[config.mk]
export PLATFORM = sky130hd
export DESIGN_NAME = seg_mux_driver
export DESIGN_NICKNAME = d
export VERILOG_FILES = /design/src/rtl/seg_mux_driver.sv
export SDC_FILE = /design/constraint.sdc
export NUM_CORES = 1
export LEC_CHECK = 0
export BUFFER_PORTS_ARGS = -buffer_cell sky130_fd_sc_hd__buf_2
export CORE_UTILIZATION = 50
export CTS_BUF_LIST = sky130_fd_sc_hd__clkbuf_2 sky130_fd_sc_hd__clkbuf_4 sky130_fd_sc_hd__clkbuf_8
export DETAILED_ROUTE_END_ITERATION = 8
export PLACE_DENSITY = 0.71
export SYNTH_ARGS = -nofsm -noshare
export SYNTH_HDL_FRONTEND = slang
export SYNTH_SLANG_ARGS = --single-unit
[constraint.sdc]
create_clock -name clk -period 2.75 [get_ports clk]
set_clock_uncertainty 0.2 [all_clocks]
set_input_delay 0.4125 -clock clk [delete_from_list [all_inputs] [get_ports clk]]
set_output_delay 0.4125 -clock clk [all_outputs]
set_load 0.01 [all_outputs]
[src/rtl/seg_mux_driver.sv]
// Multiplexed seven-segment display driver.
// Scans N_DIGITS digits over a shared segment bus with per-digit anode
// selects, a one-cycle blanking gap at every digit switch, 4-bit PWM
// brightness, hex/decimal glyphs, decimal points and leading-zero blanking.
// All outputs are registered and follow the scan state with one cycle of latency.

module seg_mux_driver #(
   parameter int N_DIGITS    = 4,
   parameter int REFRESH_DIV = 50000,
   parameter int ACTIVE_LOW  = 1
) (
   input  logic                    clk,
   input  logic                    rst,
   input  logic                    ena,
   input  logic                    load,
   input  logic [4*N_DIGITS-1:0]   digits_in,
   input  logic [N_DIGITS-1:0]     dp_in,
   input  logic                    hex_mode,
   input  logic                    blank_lz,
   input  logic [3:0]              brightness,
   output logic [7:0]              seg_data,
   output logic [N_DIGITS-1:0]     an
);

   localparam int CNT_W = $clog2(REFRESH_DIV);
   localparam int IDX_W = (N_DIGITS > 1) ? $clog2(N_DIGITS) : 1;
   // Internally everything is built active-low; POL=0 flips it at the pins.
   localparam logic                POL     = (ACTIVE_LOW != 0);
   localparam logic [7:0]          SEG_OFF = {8{POL}};
   localparam logic [N_DIGITS-1:0] AN_OFF  = {N_DIGITS{POL}};

   logic [CNT_W-1:0]      refresh_q, refresh_d;
   logic [IDX_W-1:0]      idx_q, idx_d;
   logic [3:0]            pwm_q, pwm_d;
   logic                  gap_q, gap_d;
   logic [4*N_DIGITS-1:0] digits_q, digits_d;
   logic [N_DIGITS-1:0]   dp_q, dp_d;
   logic [7:0]            seg_q, seg_d;
   logic [N_DIGITS-1:0]   an_q, an_d;

   logic                  refresh_wrap;
   logic [3:0]            nib;
   logic                  dp_sel;
   logic                  blank_sel;
   logic                  zero_run;
   logic [6:0]            glyph;
   logic [7:0]            seg_raw;
   logic                  an_on;
   logic [N_DIGITS-1:0]   an_raw;

   // Scan counters, PWM counter and shadow capture.
   always_comb begin
      refresh_wrap = (refresh_q == CNT_W'(REFRESH_DIV - 1));
      refresh_d    = refresh_wrap ? '0 : refresh_q + CNT_W'(1);
      idx_d        = idx_q;
      if (refresh_wrap) begin
         idx_d = (idx_q == IDX_W'(N_DIGITS - 1)) ? '0 : idx_q + IDX_W'(1);
      end
      gap_d    = refresh_wrap;
      pwm_d    = pwm_q + 4'd1;
      digits_d = load ? digits_in : digits_q;
      dp_d     = load ? dp_in : dp_q;
   end

   // Glyph selection, blanking and anode decode for the current slot.
   always_comb begin
      nib       = 4'd0;
      dp_sel    = 1'b0;
      blank_sel = 1'b0;
      zero_run  = 1'b1;
      // Walk from the most significant digit down so zero_run tells whether
      // this digit and every digit above it are zero.
      for (int i = N_DIGITS - 1; i >= 0; i--) begin
         zero_run = zero_run && (digits_q[4*i +: 4] == 4'd0);
         if (idx_q == IDX_W'(i)) begin
            nib       = digits_q[4*i +: 4];
            dp_sel    = dp_q[i];
            blank_sel = blank_lz && (i != 0) && zero_run;
         end
      end

      case (nib)
         4'h0:    glyph = 7'h40;
         4'h1:    glyph = 7'h79;
         4'h2:    glyph = 7'h24;
         4'h3:    glyph = 7'h30;
         4'h4:    glyph = 7'h19;
         4'h5:    glyph = 7'h12;
         4'h6:    glyph = 7'h02;
         4'h7:    glyph = 7'h78;
         4'h8:    glyph = 7'h00;
         4'h9:    glyph = 7'h10;
         4'hA:    glyph = hex_mode ? 7'h08 : 7'h7F;
         4'hB:    glyph = hex_mode ? 7'h03 : 7'h7F;
         4'hC:    glyph = hex_mode ? 7'h46 : 7'h7F;
         4'hD:    glyph = hex_mode ? 7'h21 : 7'h7F;
         4'hE:    glyph = hex_mode ? 7'h06 : 7'h7F;
         default: glyph = hex_mode ? 7'h0E : 7'h7F;
      endcase
      if (blank_sel) begin
         glyph = 7'h7F;
      end

      // The decimal point survives blanking on purpose.
      seg_raw = {~dp_sel, glyph};
      seg_d   = POL ? seg_raw : ~seg_raw;

      an_on = !gap_q && ((brightness == 4'd15) || (pwm_q < brightness));
      for (int i = 0; i < N_DIGITS; i++) begin
         an_raw[i] = an_on && (idx_q == IDX_W'(i));
      end
      an_d = POL ? ~an_raw : an_raw;
   end

   // State and output registers; ena low freezes everything.
   always_ff @(posedge clk or posedge rst) begin
      if (rst) begin
         refresh_q <= '0;
         idx_q     <= '0;
         pwm_q     <= 4'd0;
         gap_q     <= 1'b1;
         digits_q  <= '0;
         dp_q      <= '0;
         seg_q     <= SEG_OFF;
         an_q      <= AN_OFF;
      end else if (ena) begin
         refresh_q <= refresh_d;
         idx_q     <= idx_d;
         pwm_q     <= pwm_d;
         gap_q     <= gap_d;
         digits_q  <= digits_d;
         dp_q      <= dp_d;
         seg_q     <= seg_d;
         an_q      <= an_d;
      end
   end

   assign seg_data = seg_q;
   assign an       = an_q;

endmodule

# After elaboration in Yosys (flattened, before gate mapping)
# Index checks and enable logic that the tools add are counted.
# op_classes
order_cmp	1
addsub	3
eq_ne	19
muxes	22
reduce_logical	19
n_bitwise	2
# ops
cell	n
$pmux W7 S15	1
$mux W7	6
$eq A4 B4 Y1 const B	8
$add A16 B1 Y16 const B	1
$eq A16 B16 Y1 const B	1
$eq A4 B3 Y1 const B	4
$logic_not A4 Y1	4
$mux W16	1
$mux W4	4
$logic_and A1 B1 Y1	10
$eq A4 B2 Y1 const B	2
$mux W1	8
$mux W6	1
$add A4 B1 Y4 const B	1
$eq A2 B2 Y1 const B	2
$eq A4 B1 Y1 const B	1
$lt A4 B4 Y1	1
$not A4 Y4	1
$reduce_and A2 Y1	2
$add A2 B1 Y2 const B	1
$eq A2 B1 Y1 const B	1
$logic_not A2 Y1	1
$mux W2	1
$logic_not A1 Y1	1
other kinds (2)	2
# word_totals
inputBits	30
out_inout_bits	12
elab_cells	74
reg_bits	55

# Depth between registers and ports, before layout
# depth
depth_word	8
ltp_mapped	10
ltp_nobuf	8

# Worst setup path before layout
# No wires, ideal clock.
# synth_timing
path_kind	register to register
start	reg idx_q[0]
end	reg seg_q[5], in the netlist seg_data[5]
path_stages_with_launch	9
path_slack_ps	552
n_path_buf	1
required_ps	2460
arrival_ps	1908
setup_time_ps	90
period_less_slack_ps	2198
cell_sequence	dfrtp_1 inv_1 ha_1 buf_2 a211oi_1 a211oi_2 and2_1 a2111oi_0 nor2_1
# synth_via
elab_chain_len	8
word_cells_on_any_way	29
cone_classes	17 x eq/ne; 10 x mux; 2 x reduce/logical
# synth_rtl
item	line_no	text
start: declaration	33	logic [IDX_W-1:0] idx_q, idx_d;
start signal: assignment	128	idx_q <= idx_d;
$eq A2 B2 Y1	75	if (idx_q == IDX_W'(i)) begin
$mux W4 (4 in series)	75	
$eq A4 B4 Y1, or another cell as far along	82	case (nib)
$pmux W7 S15	82	
$mux W7 (*)	100	if (blank_sel) begin
end signal: assignment	133	seg_q <= seg_d;
end: declaration	38	logic [7:0] seg_q, seg_d;
# Every way passes the cells marked *; elsewhere a longest branch is shown, timed or not.
# A chain may end at the register's enable or synchronous reset.

# Worst setup path in the final report
# layout_timing
start	reg idx_q[0]
end	reg seg_q[1], in the netlist seg_data[1]
# The elaborated chain is that of the path after synthesis.

==> run_results.csv <==
group,metric,value,unit
status,status,"completed",
yosys,synth_top_family_by_area,"simple AND/OR/NAND/NOR gates",
die,fp-row-count,26,
placement,portBuffers,41,
global_routing,grt_pass1_vias,2074,
yosys,synth-seq-area-share,49.64,%
clocking,cts_buffer_depth,2,
yosys,syn_nets,304,
clocking,path_clk_slew,90,ps
sta,fmax,397.1,MHz
routing,ant_nets,0,
placement,hpwl,3811,um
setup_path,crit_buf_inv,1,
global_routing,grt_pass1_wl,9542,um
setup_path,cp_slowest_stage_delay,520,ps
global_routing,track_usage,20.06,%
setup_path,cp_max_fo,12,
die,coreArea,0.005270,mm2
clocking,clk_latency,300,ps
sta,fin_crit,2518,ps
yosys,synth_edf_count,0,
yosys,synthCells,265,
yosys,syn_area,0.002805,mm2
global_routing,grt_max_degree,56,
yosys,ys_ff_latch,55,
final_layout,area_delta_synth_final,14.94,%
pwr,power,2.113,mW
setup_path,cp_data_required_time,2800,ps
sta,setup_viol,0,
setup_path,path_class,"flop to flop",
setup_path,path_cells,"inv_1 > ha_1 > a211oi_1 > a211oi_2 > o21ai_0 > a221oi_1 > o22a_1",
yosys,synth_area_leaders,"dfrtp_1 37%, dfstp_2 12%, mux2_2 8.4%, ha_1 4.0%, nor2_1 3.7%",
routing,routed_wl,5306,um
routing,routedWlPerCell,13.89,um
yosys,yosysWarnings,0,
global_routing,grt_util_met1,28.99,%
pwr,powerDensity,655.3,mW/mm2
routing,dr_total_vias,2096,
routing,vias_per_cell,5.487,
final_layout,drive_gt1_share,31.09,%
placement,placed_area,0.003120,mm2
clocking,cts_tree,"built",
sta,final-hold-violation-count,0,
global_routing,use_met2,29.11,%
final_layout,antenna_cells,0,
yosys,synth_xor_area_share,5.620,%
yosys,synth_top_area_share,37.47,%
clocking,cts_sinks,55,
run,drv_cap,0,
sta,min_period_over_period,91.57,%
setup_path,start_kind,"flop",
setup_path,crit_arrival,2570,ps
routing,drc_errors,0,
yosys,synth_top_area_cell,"dfrtp_1",
placement,gp_congestion,0.8376,
die,die_h,76.90,um
yosys,synth.area.mux_share,8.787,%
yosys,synth_compound_area_share,12.49,%
clocking,cts_buffers,5,
yosys,yosys_most_used_dff,"dfrtp_1",
setup_path,worst_r2r_startpoint,"idx_q[0]",
yosys,async_reset_ff_share,100.0,%
routing,drt_iter0_markers,166,
worst_hold_path,hp-class,"input port to flop",
global_routing,overflow,0,
sta,setup_slack,231.9,ps
global_routing,grt_use_met3,4.643,%
global_routing,antenna_found_initial,0,
die,design.die.area,0.005914,mm2
setup_path,critPathLaunch,"idx_q[0]",
pwr,p_leak,1.435,nW
clocking,cts_root_buf,"clkbuf_8",
setup_path,cp_top_family,"compound AO/OA/AOI/OAI gates",
die,initial_core_util,53.23,%
pwr,peakVddDrop,0.3043,mV
sta,tightest_slew,670.4,ps
clocking,cts_htree_levels,2,
placement,post-place-ws,292.3,ps
global_routing,busiest_layer,"met2",
die,io_pins,42,
sta,drv_slew,0,
sta,max_slew_margin,55.01,%
sta,rsz0062_at_grt,"no",
yosys,synth-simple-area-share,16.32,%
routing,dr.pass1.iters,4,
sta,setup_tns,0,ps
setup_path,cp-end-kind,"flop",
yosys,ys_types,49,
worst_hold_path,min_from,"digits_in[13]",
die,die-width,76.90,um
yosys,avgSynthCellArea,10.59,um2
yosys,synthAdderAreaFrac,4.014,%
final_layout,nets,350,
setup_path,crit_path_top_delay_cell,"a211oi_2",
final_layout,final_area,0.003224,mm2
through the flow:
stage / util (%) / instances / hold slack, ps
4_1_cts: 61.18 / 382 / 126.5
6_report: 61.18 / 382 / 132.7
3_5_place_dp: 59.21 / 373 / 272.9
5_1_grt: 61.18 / 382 / 120.2
3_3_place_gp: 59.21 / 373 / 267.2
2_1_floorplan: - / 265 / 250.0
cells in the mapped netlist (all sizes together), types with 3 or more instances:
cell type,instances
dfrtp,42
mux2,21
xnor2,8
ha,9
nor3,3
o22a,5
inv,10
a211oi,4
nand3,7
dfstp,13
nand4,6
buf,6
nand3b,5
o21ai,8
o22ai,4
xor2,10
a21oi,14
nand2,19
clkbuf,5
nor2,29
sequential cells by signal (all words and copies together) (netlist names):
register,cells
dp_q,4
pwm_q,4
seg_data,8
idx_q,2
refresh_q,16
an,4
digits_q,16
gap_q,1
what timing repair did:
item,in CTS,in global routing
buffers inserted,0,0
hold endpoints to repair,42,0
gates resized for setup,0,0
hold buffers,1,0
report_power, final:
group	switching, mW	internal (mW)
combinational	0.246	0.268
sequential	0.149	0.989
clock	0.249	0.212
total	0.643	1.47
final timing paths:
path	to	slack (ps)	depth (start not counted)
worst max-delay path	seg_data[1]	230	7
worst min-delay path	digits_q[13]	130	2
worst max register to register	seg_data[1]	230	7
worst min register to register	seg_data[7]	280	2
max in group asynchronous	seg_data[7]	1570	4
min in group asynchronous	digits_q[4]	500	4
layout make-up:
class | count | area [um2]
clock buffers | 7 | 90.09
repair buffers | 50 | 287.8
multi-input cells | 189 | 1325
clock inverters | 1 | 3.754
well taps | 70 | 87.58
fillers | 470 | 2046
inverters | 10 | 37.54
flip-flops and latches | 55 | 1393
worst reg2reg max path, stage by stage, from the launching register on:
cell and delay [ps]:
dfrtp_1 420, inv_1 120, ha_1 370, a211oi_1 170, a211oi_2 520, o21ai_0 170
a221oi_1 340, o22a_1 170
cell usage in the layout, fill, tap and decap left out, drive strengths merged, types with 8 or more instances in the layout:
cell / instances
xor2: 10
inv: 10
mux2: 21
xnor2: 8
buf: 49
ha: 9
a21oi: 14
nand2: 19
nor2: 29
dfstp: 13
dfrtp: 42
o21ai: 8
cell families (layout without fill, tap and decap cells):
| logic type | Yosys count | in the layout |
|---|---|---|
| xor+xnor | 18 | 18 |
| flops | 55 | 55 |
| mux | 22 | 22 |
| simple gates | 89 | 89 |
| buf+inv | 21 | 68 |
| compound gates | 51 | 51 |
| fa+ha+maj | 9 | 9 |
per-layer routing:
metal | part of all wire [%] | routed length [um]
met1 | 51 | 2709
met5 | 0 | 0
met4 | 1.6 | 85
met3 | 4.6 | 243
met2 | 43 | 2268
Note: power is estimated with default switching activity, not from simulation.
